File: src/rtl/vmem_rect_fill.sv
// Rectangle-fill engine: turns one {corners, colour} command into a row-major
// stream of pixel writes into video memory, addressed {x, y} like the scan-out side.
module vmem_rect_fill #(
    parameter int unsigned H_ACTIVE = 640,
    parameter int unsigned V_ACTIVE = 480,
    parameter int unsigned HW       = 10,
    parameter int unsigned VW       = 9,
    parameter int unsigned DW       = 24
) (
    input  logic               clk,
    input  logic               reset,
    input  logic               cmd_valid,
    output logic               cmd_ready,
    input  logic [HW-1:0]      cmd_x0,
    input  logic [VW-1:0]      cmd_y0,
    input  logic [HW-1:0]      cmd_x1,
    input  logic [VW-1:0]      cmd_y1,
    input  logic [DW-1:0]      cmd_color,
    input  logic               abort,
    output logic               wr_en,
    input  logic               wr_ready,
    output logic [HW+VW-1:0]   wr_addr,
    output logic [DW-1:0]      wr_data,
    output logic               busy,
    output logic               done
);

    localparam int unsigned    AW    = HW + VW;
    localparam logic [HW-1:0]  X_MAX = HW'(H_ACTIVE - 1);
    localparam logic [VW-1:0]  Y_MAX = VW'(V_ACTIVE - 1);

    typedef enum logic [1:0] {
        IDLE = 2'd0,
        FILL = 2'd1,
        DONE = 2'd2
    } state_t;

    state_t        state;
    logic [HW-1:0] x0_q;
    logic [HW-1:0] xe_q;
    logic [VW-1:0] ye_q;

    logic [HW-1:0] xe_c;
    logic [VW-1:0] ye_c;
    logic          empty_c;
    logic [HW-1:0] cur_x_c;
    logic [VW-1:0] cur_y_c;
    logic          last_c;

    // The registered write address doubles as the pixel cursor.
    assign cur_x_c = wr_addr[AW-1:VW];
    assign cur_y_c = wr_addr[VW-1:0];
    assign last_c  = (cur_x_c == xe_q) && (cur_y_c == ye_q);

    // Clip the far corner to the visible area; since xe/ye never exceed the last
    // visible column/row, x0>xe and y0>ye also cover an off-screen start corner.
    always_comb begin
        xe_c    = (cmd_x1 > X_MAX) ? X_MAX : cmd_x1;
        ye_c    = (cmd_y1 > Y_MAX) ? Y_MAX : cmd_y1;
        empty_c = (cmd_x0 > xe_c) || (cmd_y0 > ye_c);
    end

    always_ff @(posedge clk) begin
        if (reset) begin
            state     <= IDLE;
            cmd_ready <= 1'b0;
            wr_en     <= 1'b0;
            wr_addr   <= '0;
            wr_data   <= '0;
            busy      <= 1'b0;
            done      <= 1'b0;
            x0_q      <= '0;
            xe_q      <= '0;
            ye_q      <= '0;
        end else begin
            case (state)
                IDLE: begin
                    done      <= 1'b0;
                    cmd_ready <= 1'b1;
                    if (cmd_valid && cmd_ready) begin
                        cmd_ready <= 1'b0;
                        x0_q      <= cmd_x0;
                        xe_q      <= xe_c;
                        ye_q      <= ye_c;
                        wr_addr   <= {cmd_x0, cmd_y0};
                        wr_data   <= cmd_color;
                        if (empty_c) begin
                            state <= DONE;
                            done  <= 1'b1;
                        end else begin
                            state <= FILL;
                            wr_en <= 1'b1;
                            busy  <= 1'b1;
                        end
                    end
                end

                FILL: begin
                    if (abort || (wr_ready && last_c)) begin
                        state <= DONE;
                        wr_en <= 1'b0;
                        busy  <= 1'b0;
                        done  <= 1'b1;
                    end else if (wr_ready) begin
                        // Row-major advance; the cursor never steps past xe/ye.
                        if (cur_x_c < xe_q) begin
                            wr_addr <= {cur_x_c + HW'(1), cur_y_c};
                        end else begin
                            wr_addr <= {x0_q, cur_y_c + VW'(1)};
                        end
                    end
                end

                DONE: begin
                    state     <= IDLE;
                    done      <= 1'b0;
                    cmd_ready <= 1'b1;
                end

                default: begin
                    state     <= IDLE;
                    wr_en     <= 1'b0;
                    busy      <= 1'b0;
                    done      <= 1'b0;
                    cmd_ready <= 1'b0;
                end
            endcase
        end
    end

endmodule
File: config.mk
export PLATFORM = sky130hd
export DESIGN_NAME = vmem_rect_fill
export DESIGN_NICKNAME = d
export VERILOG_FILES = /design/src/rtl/vmem_rect_fill.sv
export SDC_FILE = /design/constraint.sdc
export NUM_CORES = 1
export LEC_CHECK = 0
export ABC_AREA = 1
export BUFFER_PORTS_ARGS = -buffer_cell sky130_fd_sc_hd__buf_2
export CAP_MARGIN = 20
export CORE_UTILIZATION = 45
export DETAILED_ROUTE_END_ITERATION = 7
export GPL_ROUTABILITY_DRIVEN = 0
export PLACE_DENSITY = 0.7
export SYNTH_ARGS = -nofsm -noshare
export SYNTH_HDL_FRONTEND = slang
export SYNTH_SLANG_ARGS = --single-unit
File: constraint.sdc
create_clock -name clk -period 1.9 [get_ports clk]
set_input_delay 0.095 -clock clk [delete_from_list [all_inputs] [get_ports clk]]
set_output_delay 0.095 -clock clk [all_outputs]
set_load 0.01 [all_outputs]
==> impl_metrics.csv, run 1 <==
group,metric,value,unit
status,status,"finished with violations",
status,violations,"setup timing",
timing,max_freq,512,MHz
drt,ant_nets,0,
timing,finalCritPeriodShare,103,%
critical_path,rr_startpoint,"xe_q[7]",
global_routing,antenna_found_initial,0,
worst_hold_path,hold_path_class,"input pin to flip-flop",
timing,finClkSkew,0.0124,ns
job,maxCapViolations,0,
timing,holdWs,0.0214,ns
timing,tns,-0.197,ns
clock_tree,root_buffer,"clkbuf_8",
power,p_clk_share,25.4,%
global_routing,grt_overflow,0,
power,sequentialPowerShare,38.2,%
timing,relSlewSlack,53.8,%
timing,period_needed,1.95,ns
timing,finalSetupViolCount,8,
timing,slew_viol_final,0,
logic_synthesis,syn_nets,748,
logic_synthesis,synth_cell_type_count,33,
critical_path,r2r-end,"wr_addr[13]",
power,p_total,5.11,mW
floorplan,start_util,47.1,%
clock_tree,cts_tree,"built",
logic_synthesis,synth-edff-count,0,
clock_tree,cts.path.max_buffers,2,
drt,drt_iter0_drc,293,
critical_path,reg2reg_depth,13,
global_routing,grt_first_pass_wirelength,20400,um
power,ir_worst_vdd,0.000544,V
logic_synthesis,synth-seq-cells,77,
logic_synthesis,async_flop_share,0,%
logic_synthesis,synth_area,0.00444,mm^2
final_layout,drive_gt1_share,30.0,%
logic_synthesis,synthAdderAreaFrac,8.74,%
floorplan,fp.coreArea,0.00942,mm^2
clock_tree,clk_pin_slew_worst_paths,0.09,ns
critical_path,cp.arrival,2.24,ns
placement,portBuffers,113,
global_routing,grt_pass1_vias,4442,
floorplan,ioPinCount,114,
critical_path,crit_fanout,10,
logic_synthesis,yosys.area_share.simple,30.6,%
timing,rsz0062_at_grt,"true",
logic_synthesis,avgSynthCellArea,6.82,um^2
clock_tree,tritoncts.num_buffers,9,
global_routing,grt_usage,25.3,%
power,switchingPower,1.87,mW
power,powerDensity,848,mW/mm^2
worst_hold_path,hold_path_startpoint,"cmd_x1[5]",
floorplan,die_area,0.0103,mm^2
logic_synthesis,synth_seq_area_share,34.8,%
drt,drc_errors,0,
logic_synthesis,syn_inst,650,
logic_synthesis,yosysWarnings,0,
critical_path,cp-start-kind,"flip-flop",
final_layout,layout_common_cells,"127 x nand2_1, 113 x buf_2, 110 x nor2_1",
clock_tree,clkLatencyLatePin,0.35,ns
critical_path,startpoint,"xe_q[7]",
logic_synthesis,synthXorXnorAreaFrac,4.34,%
floorplan,die_w,101,um
final_layout,area_growth,35.7,%
power,sw_frac_of_total,36.7,%
critical_path,required,2.18,ns
placement,hpwl,9070,um
timing,finalHoldViolations,0,
floorplan,die_h,101,um
drt,vias_per_cell,5.00,
logic_synthesis,synthMuxAreaShare,0,%
drt,drt_first_pass_iters,4,
logic_synthesis,synth_compound_area_share,12.8,%
logic_synthesis,synth_top_family_by_area,"simple AND/OR/NAND/NOR gates",
clock_tree,cts.sinks,77,
floorplan,rows,35,
drt,vias,4716,
critical_path,worstSetupPathType,"flip-flop to flip-flop",
drt,drt_wl_total,12800,um
clock_tree,cts_htree_levels,3,
drt,routedWlPerCell,13.6,um
power,leakage,3.06,nW
power,p_comb_share,36.5,%
critical_path,reg2reg_slack,-0.05,ns
final_layout,layout.nets,907,
critical_path,end_kind,"flip-flop",
final_layout,final_common_cell,"nand2_1",
final_layout,num_antenna_cells,0,
logic_synthesis,synth_ff_type,"dfxtp_1",
critical_path,endpoint,"wr_addr[13]",
global_routing,grt_max_degree,48,
timing,fin_ws,-0.0547,ns
power,intPower,3.23,mW
timing,tightestPinTransition,0.691,ns
critical path, stage by stage, from the launching register on:
cell,delay (ns)
dfxtp_2,0.33
inv_1,0.06
ha_4,0.28
nand2_4,0.05
nor2_4,0.14
nand3_2,0.12
nor2_2,0.13
nand3_2,0.12
nand3_2,0.10
nand2_2,0.07
nand2_4,0.13
clkbuf_16,0.17
nor2_1,0.05
nor2_1,0.13
flip-flops by register name, indices dropped and copies added, names as in the netlist:
name       flops
busy           1
cmd_ready      1
done           1
state          2
wr_addr       19
wr_data       24
x0_q          10
xe_q          10
ye_q           9
area by class of cell:
class | count | area [um^2]
timing repair buffer | 174 | 1140
inverter | 69 | 264
tap | 129 | 161
multi-input combinational | 478 | 2690
clock inverter | 7 | 81.3
fill | 816 | 3400
clock buffer | 9 | 124
sequential | 77 | 1550
kinds of logic after synthesis:
logic type      after synthesis
flops                        77
fa+ha+maj                    31
xor+xnor                     22
compound gates              108
buf+inv                      95
simple gates                317
Yosys cell counts (all sizes together), types with 2 or more instances:
| library cell | n | area, um^2 |
|---|---|---|
| a21oi | 36 | 191 |
| dfxtp | 77 | 1540 |
| a21o | 2 | 15.0 |
| buf | 8 | 53.8 |
| inv | 69 | 264 |
| nand2 | 146 | 571 |
| clkbuf | 18 | 67.6 |
| xor2 | 11 | 96.3 |
| o21ai | 66 | 334 |
| nand3 | 31 | 178 |
| xnor2 | 11 | 96.3 |
| nand4 | 8 | 56.3 |
| ha | 31 | 388 |
| o21bai | 2 | 15.0 |
| nor2 | 129 | 537 |
| or2 | 2 | 12.5 |
how the worst min path moves through the flow:
stage / slack (ns) / cells after the start / endpoint
floorplan: 0.23 / 2 / x0_q[2]
global placement: 0.32 / 3 / wr_data[9]
detailed placement: 0.32 / 3 / wr_data[16]
CTS: 0.004 / 3 / xe_q[5]
global route: 0.003 / 3 / xe_q[4]
finish: 0.02 / 3 / xe_q[5]
repair_timing:
| item | in CTS | in global routing |
|---|---|---|
| pin swaps | 10 | 18 |
| endpoints found under the hold margin | 26 | 1 |
| hold buffers | 26 | 1 |
| resized for setup | 14 | 41 |
| endpoints found under the setup margin | 8 | 21 |
| cloned | 0 | 2 |
| setup buffers | 2 | 4 |
per-layer routing:
metal	part of all wire, %	GRT usage [%]	vias to the layer above	routed length, um
met1	46	33.4	2149	5900
met2	45	40.0	162	5800
met3	7.2	7.32	21	923
li1	-	-	2384	-
met5	0	0	-	0
met4	1.7	7.92	0	212
through the flow:
stage	instances	instance area, um^2	setup slack [ns]	util [%]
2_1_floorplan	650	4440	0.120	-
5_1_grt	943	6020	-0.133	63.9
3_5_place_dp	892	5250	-0.0699	55.7
6_report	943	6020	-0.0547	63.9
3_3_place_gp	892	5250	-0.0117	55.7
4_1_cts	936	5790	0.00183	61.5
power by group through the flow:
stage                     combinational [mW]  sequential, mW  clock [mW]
after floorplan                        0.956            2.00           0
after global placement                  1.50            1.96           0
after detailed placement                1.55            1.96           0
after CTS                               1.66            1.93        1.32
after global routing                    2.05            1.96        1.40
final                                   1.86            1.95        1.30
No activity file was read; power rests on OpenSTA's default activity.
==> run 2: changes to the inputs <==
- CELL_PAD_IN_SITES_DETAIL_PLACEMENT: default -> 1
- CELL_PAD_IN_SITES_GLOBAL_PLACEMENT: default -> 1
- CORE_UTILIZATION: 45 -> 37
- PLACE_DENSITY: 0.7 -> default
- PLACE_DENSITY_LB_ADDON: default -> 0.1
==> run 2 against run 1 <==
Compared with the run above: the run ends with DRC, setup timing left; worst setup slack worse by 0.075 ns; first-iteration DRC count down 54%; sequential power about the same; worst hold slack worse by 0.0079 ns; global-route usage up 0.90 points; critical endpoint is now wr_addr[16]; fmax down 3.7%; clock skew down 0.0048 ns; wire length up 24%.
==> impl_metrics.csv, run 2 (synthesized netlist as in run 1, its figures left out) <==
group,metric,value,unit
power,p_comb_share,35.1,%
timing,finalSetupViolCount,19,
timing,finalCritPeriodShare,107,%
clock_tree,cts.sinks,77,
drt,drc_errors,4,
power,switchingPower,2.04,mW
final_layout,layout_common_cells,"134 x nand2_1, 113 x buf_2, 110 x nor2_1",
critical_path,reg2reg_depth,14,
final_layout,fillers,1480,
critical_path,path_buf_inv,3,
timing,fin_ws,-0.130,ns
final_layout,largest-register,"wr_data",
floorplan,die_w,111,um
critical_path,cp.arrival,2.29,ns
drt,vias_per_cell,5.02,
critical_path,startpoint,"xe_q[8]",
worst_hold_path,hold_path_class,"input pin to flip-flop",
timing,max_freq,493,MHz
timing,finClkSkew,0.00757,ns
final_layout,post-route-util,53.9,%
critical_path,cp_cell_sequence,"inv_2, ha_4, nand2_4, nor2_4, nand3_2, nor2_4, nand3_2, nand3_2, nand2_2, nand2_4, buf_4, buf_16, nor2_1, nor2_1",
global_routing,grt_overflow,0,
drt,vias,4820,
final_layout,drive_gt1_share,30.7,%
floorplan,start_util,38.4,%
final_layout,final_common_cell,"nand2_1",
critical_path,worstSetupPathType,"flip-flop to flip-flop",
timing,period_needed,2.03,ns
drt,drt_iter0_drc,136,
clock_tree,tritoncts.num_buffers,9,
drt,ant_nets,0,
clock_tree,cts_htree_levels,3,
timing,rsz0062_at_grt,"true",
critical_path,worst-path-stages,14,
placement,portBuffers,113,
critical_path,critPathMostFrequentCell,"nand3_2",
drt,routedWlPerCell,16.6,um
power,p_clk_share,32.1,%
critical_path,end_kind,"flip-flop",
global_routing,grt_first_pass_wirelength,25800,um
global_routing,grt_pass1_vias,5188,
floorplan,die_h,111,um
critical_path,crit_family,"simple AND/OR/NAND/NOR gates",
critical_path,r2r-end,"wr_addr[16]",
clock_tree,cts_tree,"built",
power,sequentialPowerShare,32.8,%
power,intPower,3.94,mW
power,ir_worst_vdd,0.000420,V
critical_path,crit_slowest_cell,"dfxtp_2",
power,sw_frac_of_total,34.1,%
global_routing,antenna_found_initial,0,
floorplan,ioPinCount,114,
clock_tree,root_buffer,"clkbuf_16",
drt,drt_first_pass_iters,6,
job,maxCapViolations,0,
critical_path,required,2.16,ns
power,leakage,3.16,nW
final_layout,area_growth,40.6,%
clock_tree,cts.path.max_buffers,2,
floorplan,fp.coreArea,0.0116,mm^2
critical_path,reg2reg_slack,-0.13,ns
critical_path,max_stage_delay,0.34,ns
clock_tree,clkLatencyLatePin,0.34,ns
final_layout,num_antenna_cells,0,
global_routing,grt_max_degree,47,
final_layout,layout.nets,910,
timing,tightestPinTransition,0.474,ns
critical_path,rr_startpoint,"xe_q[8]",
timing,relSlewSlack,68.4,%
placement,hpwl,10900,um
power,p_total,5.98,mW
status,violations,"DRC, setup timing",
critical_path,cp-start-kind,"flip-flop",
status,status,"finished with violations",
critical_path,crit_fanout,10,
power,powerDensity,958,mW/mm^2
timing,finalHoldViolations,0,
final_layout,largestRegisters,"wr_data x24, wr_addr x19",
floorplan,rows,39,
critical_path,endpoint,"wr_addr[16]",
global_routing,grt_usage,26.2,%
final_layout,largest_reg_flops,24,
clock_tree,clk_pin_slew_worst_paths,0.06,ns
floorplan,die_area,0.0124,mm^2
drt,drt_wl_total,16000,um
timing,slew_viol_final,0,
-- run 2: per-stage QoR --
stage / setup WS [ns] / instance area (um^2) / TNS (ns) / cells / hold slack, ns
floorplan: 0.120 / 4440 / 0 / 650 / 0.230
global placement: -0.0604 / 5280 / -0.129 / 908 / 0.315
detailed placement: -0.235 / 5280 / -1.92 / 908 / 0.324
CTS: -0.00598 / 6170 / -0.0158 / 957 / 0.00261
global route: -0.210 / 6240 / -3.02 / 960 / 0.0172
finish: -0.130 / 6240 / -1.37 / 960 / 0.0134
-- run 2: worst min-delay path by stage --
stage / from / end / slack, ns / cells past startpoint
2_1_floorplan: cmd_x0[2] / x0_q[2] / 0.23 / 2
3_3_place_gp: cmd_color[3] / wr_data[3] / 0.31 / 3
3_5_place_dp: cmd_color[19] / wr_data[19] / 0.32 / 3
4_1_cts: cmd_color[7] / wr_data[7] / 0.003 / 3
5_1_grt: cmd_color[2] / wr_data[2] / 0.02 / 3
6_report: cmd_color[7] / wr_data[7] / 0.01 / 3
-- run 2: layout make-up --
class | instances | area [um^2] | area share, %
Clock buffer | 13 | 260 | 4.17
Timing Repair Buffer | 177 | 1200 | 19.2
Sequential cell | 77 | 1560 | 25.0
Tap cell | 143 | 179 | 2.87
Multi-Input combinational cell | 478 | 2700 | 43.3
Inverter | 69 | 269 | 4.31
Clock inverter | 3 | 67.6 | 1.08
-- run 2: worst min-delay path: stages --
cell    delay [ns]
buf_2         0.08
nor2_1        0.04
nor2_1        0.10
-- run 2: routing by layer --
| layer | vias up | part of all wire, % | global-route usage, % |
|---|---|---|---|
| met5 | - | 0 | 0 |
| met4 | 0 | 1.5 | 9.73 |
| met3 | 16 | 3.7 | 4.25 |
| met2 | 99 | 48 | 45.0 |
| met1 | 2310 | 46 | 33.1 |
| li1 | 2395 | - | - |
-- run 2: power by group through the flow --
stage | clock (mW) | combinational [mW] | sequential, mW
2_1_floorplan | 0 | 0.956 | 2.00
3_3_place_gp | 0 | 1.53 | 1.96
3_5_place_dp | 0 | 1.60 | 1.97
4_1_cts | 1.94 | 1.98 | 1.95
5_1_grt | 2.01 | 2.29 | 1.98
6_report | 1.92 | 2.10 | 1.96
-- run 2: timing repair --
action / CTS / global route
setup endpoints to repair: 19 / 26
hold buffers: 21 / 0
cloned: 2 / 0
gates resized for setup: 51 / 15
hold endpoints to repair: 21 / 0
setup buffers: 10 / 4
pin swaps: 19 / 9
==> run 3: changes to the inputs <==
- CAP_MARGIN: 20 -> default
- CORE_ASPECT_RATIO: default -> 1.5
==> run 3 against run 2 <==
Compared with the run above: the flow finishes with violations (setup timing); critical path type unchanged; cell count is 1.5% higher; clock skew down 0.0022 ns; clock power down 3%.
==> impl_metrics.csv, run 3 (synthesized netlist as in run 1, its figures left out) <==
group,metric,value,unit
floorplan,fp.coreArea,0.0116,mm^2
critical_path,reg2reg_depth,14,
worst_hold_path,hold_path_class,"input pin to flip-flop",
final_layout,final_common_cell,"buf_2",
power,intPower,3.73,mW
global_routing,grt_max_degree,71,
critical_path,end_kind,"flip-flop",
floorplan,ioPinCount,114,
critical_path,required,2.14,ns
power,leakage,3.18,nW
timing,slew_viol_final,0,
timing,finalCritPeriodShare,103,%
placement,hpwl,10800,um
global_routing,antenna_found_initial,1,
clock_tree,tritoncts.num_buffers,9,
final_layout,layout.nets,916,
power,p_comb_share,34.8,%
floorplan,die_w,91.4,um
timing,finClkSkew,0.00534,ns
timing,fin_ws,-0.0613,ns
timing,finalHoldViolations,0,
final_layout,area_growth,43.9,%
timing,max_freq,510,MHz
power,p_clk_share,31.9,%
job,maxCapViolations,0,
timing,rsz0062_at_grt,"true",
clock_tree,cts_htree_levels,3,
timing,relSlewSlack,68.2,%
power,ir_worst_vdd,0.000619,V
power,switchingPower,2.12,mW
placement,portBuffers,113,
clock_tree,root_buffer,"clkbuf_16",
global_routing,grt_first_pass_wirelength,24600,um
timing,finalSetupViolCount,8,
clock_tree,cts.path.max_buffers,2,
global_routing,grt_overflow,0,
critical_path,cp.arrival,2.20,ns
floorplan,start_util,38.3,%
drt,vias_per_cell,4.97,
drt,drt_first_pass_iters,4,
drt,routedWlPerCell,16.3,um
timing,tns,-0.243,ns
clock_tree,cts_tree,"built",
status,violations,"setup timing",
drt,drt_wl_total,15900,um
drt,ant_nets,0,
drt,drt_iter0_drc,103,
floorplan,rows,48,
power,sequentialPowerShare,33.3,%
floorplan,die_area,0.0124,mm^2
clock_tree,clk_pin_slew_worst_paths,0.07,ns
final_layout,drive_gt1_share,34.9,%
timing,tightestPinTransition,0.477,ns
final_layout,largestRegisters,"wr_data x24, wr_addr x19",
drt,vias,4844,
status,status,"finished with violations",
critical_path,worstSetupPathType,"flip-flop to flip-flop",
critical_path,cp-start-kind,"flip-flop",
final_layout,largest_reg_flops,24,
final_layout,layout_common_cells,"113 x buf_2, 112 x nand2_1, 101 x nor2_1",
global_routing,grt_usage,25.4,%
global_routing,grt_pass1_vias,5194,
timing,period_needed,1.96,ns
clock_tree,clkLatencyLatePin,0.35,ns
power,sw_frac_of_total,36.3,%
clock_tree,cts.sinks,77,
critical_path,crit_fanout,5,
final_layout,largest-register,"wr_data",
floorplan,die_h,136,um
final_layout,post-route-util,55.1,%
drt,drc_errors,0,
power,powerDensity,917,mW/mm^2
worst_hold_path,hold_path_depth,3,
## run 3: cell count changes in the layout (fill, tap and decap cells not counted), sizes merged
cell,delta
buf,+3
bufinv,-1
clkbuf,-2
clkinvlp,+1
diode,+1
dlygate4sd3,+1
inv,+4
## run 3: metrics by stage
| step | total power, mW | std cells | hold slack (ns) | setup slack, ns | cell area, um^2 |
|---|---|---|---|---|---|
| finish | 5.85 | 974 | 0.000655 | -0.0613 | 6380 |
| floorplan | 2.96 | 650 | 0.230 | 0.120 | 4440 |
| global placement | 3.58 | 924 | 0.318 | -0.143 | 5400 |
| detailed placement | 3.64 | 924 | 0.326 | -0.191 | 5400 |
| CTS | 5.62 | 966 | 0.00218 | 0.00409 | 6030 |
| global route | 6.17 | 974 | 0.00638 | -0.177 | 6380 |
## run 3: critical path, cell delays in order, from the launching register on
cell       delay (ns)
dfxtp_2          0.33
inv_2            0.06
ha_1             0.30
nand2_2          0.07
nor2_4           0.11
nand2_2          0.07
nor2_4           0.12
nand3_2          0.12
nand3_2          0.11
nand2_2          0.07
nand2_4          0.15
clkbuf_16        0.18
nand2_2          0.05
nand2_1          0.06
nor2_1           0.05
## run 3: repair_timing
item,CTS,global route
setup buffers,4,4
pin swaps,10,27
hold buffers,22,0
gates cloned,0,3
hold endpoints to repair,22,0
setup endpoints to repair,19,25
resized for setup,20,82
## run 3: path summary, 6_finish.rpt
kind / from / slack (ns) / to
min reg2reg: x0_q[4] / 0.46 / x0_q[4]
min: cmd_color[3] / 0.0007 / wr_data[3]
max: wr_addr[9] / -0.06 / wr_addr[15]
max reg2reg: wr_addr[9] / -0.06 / wr_addr[15]
## run 3: layout make-up
cell class / count / area (um^2)
multi-input combinational: 478 / 2810
timing repair buffer: 183 / 1250
antenna: 1 / 2.50
clock buffer: 9 / 225
clock inverter: 7 / 86.3
tap: 150 / 188
fill: 1496 / 5210
sequential: 77 / 1560
inverter: 69 / 273
## run 3: metal layers
metal / vias to the layer above / wire (um) / GRT usage [%]
met1: 2327 / 5890 / 25.0
met4: 0 / 422 / 10.2
met2: 93 / 9240 / 51.7
met5: - / 0 / 0
li1: 2397 / - / -
met3: 27 / 348 / 3.69
## run 3: power by group through the flow
| stage | sequential, mW | clock (mW) | combinational, mW |
|---|---|---|---|
| final | 1.95 | 1.86 | 2.04 |
| after global routing | 1.96 | 1.96 | 2.25 |
| after CTS | 1.94 | 1.90 | 1.79 |
| after detailed placement | 1.97 | 0 | 1.68 |
| after global placement | 1.96 | 0 | 1.62 |
| after floorplan | 2.00 | 0 | 0.956 |
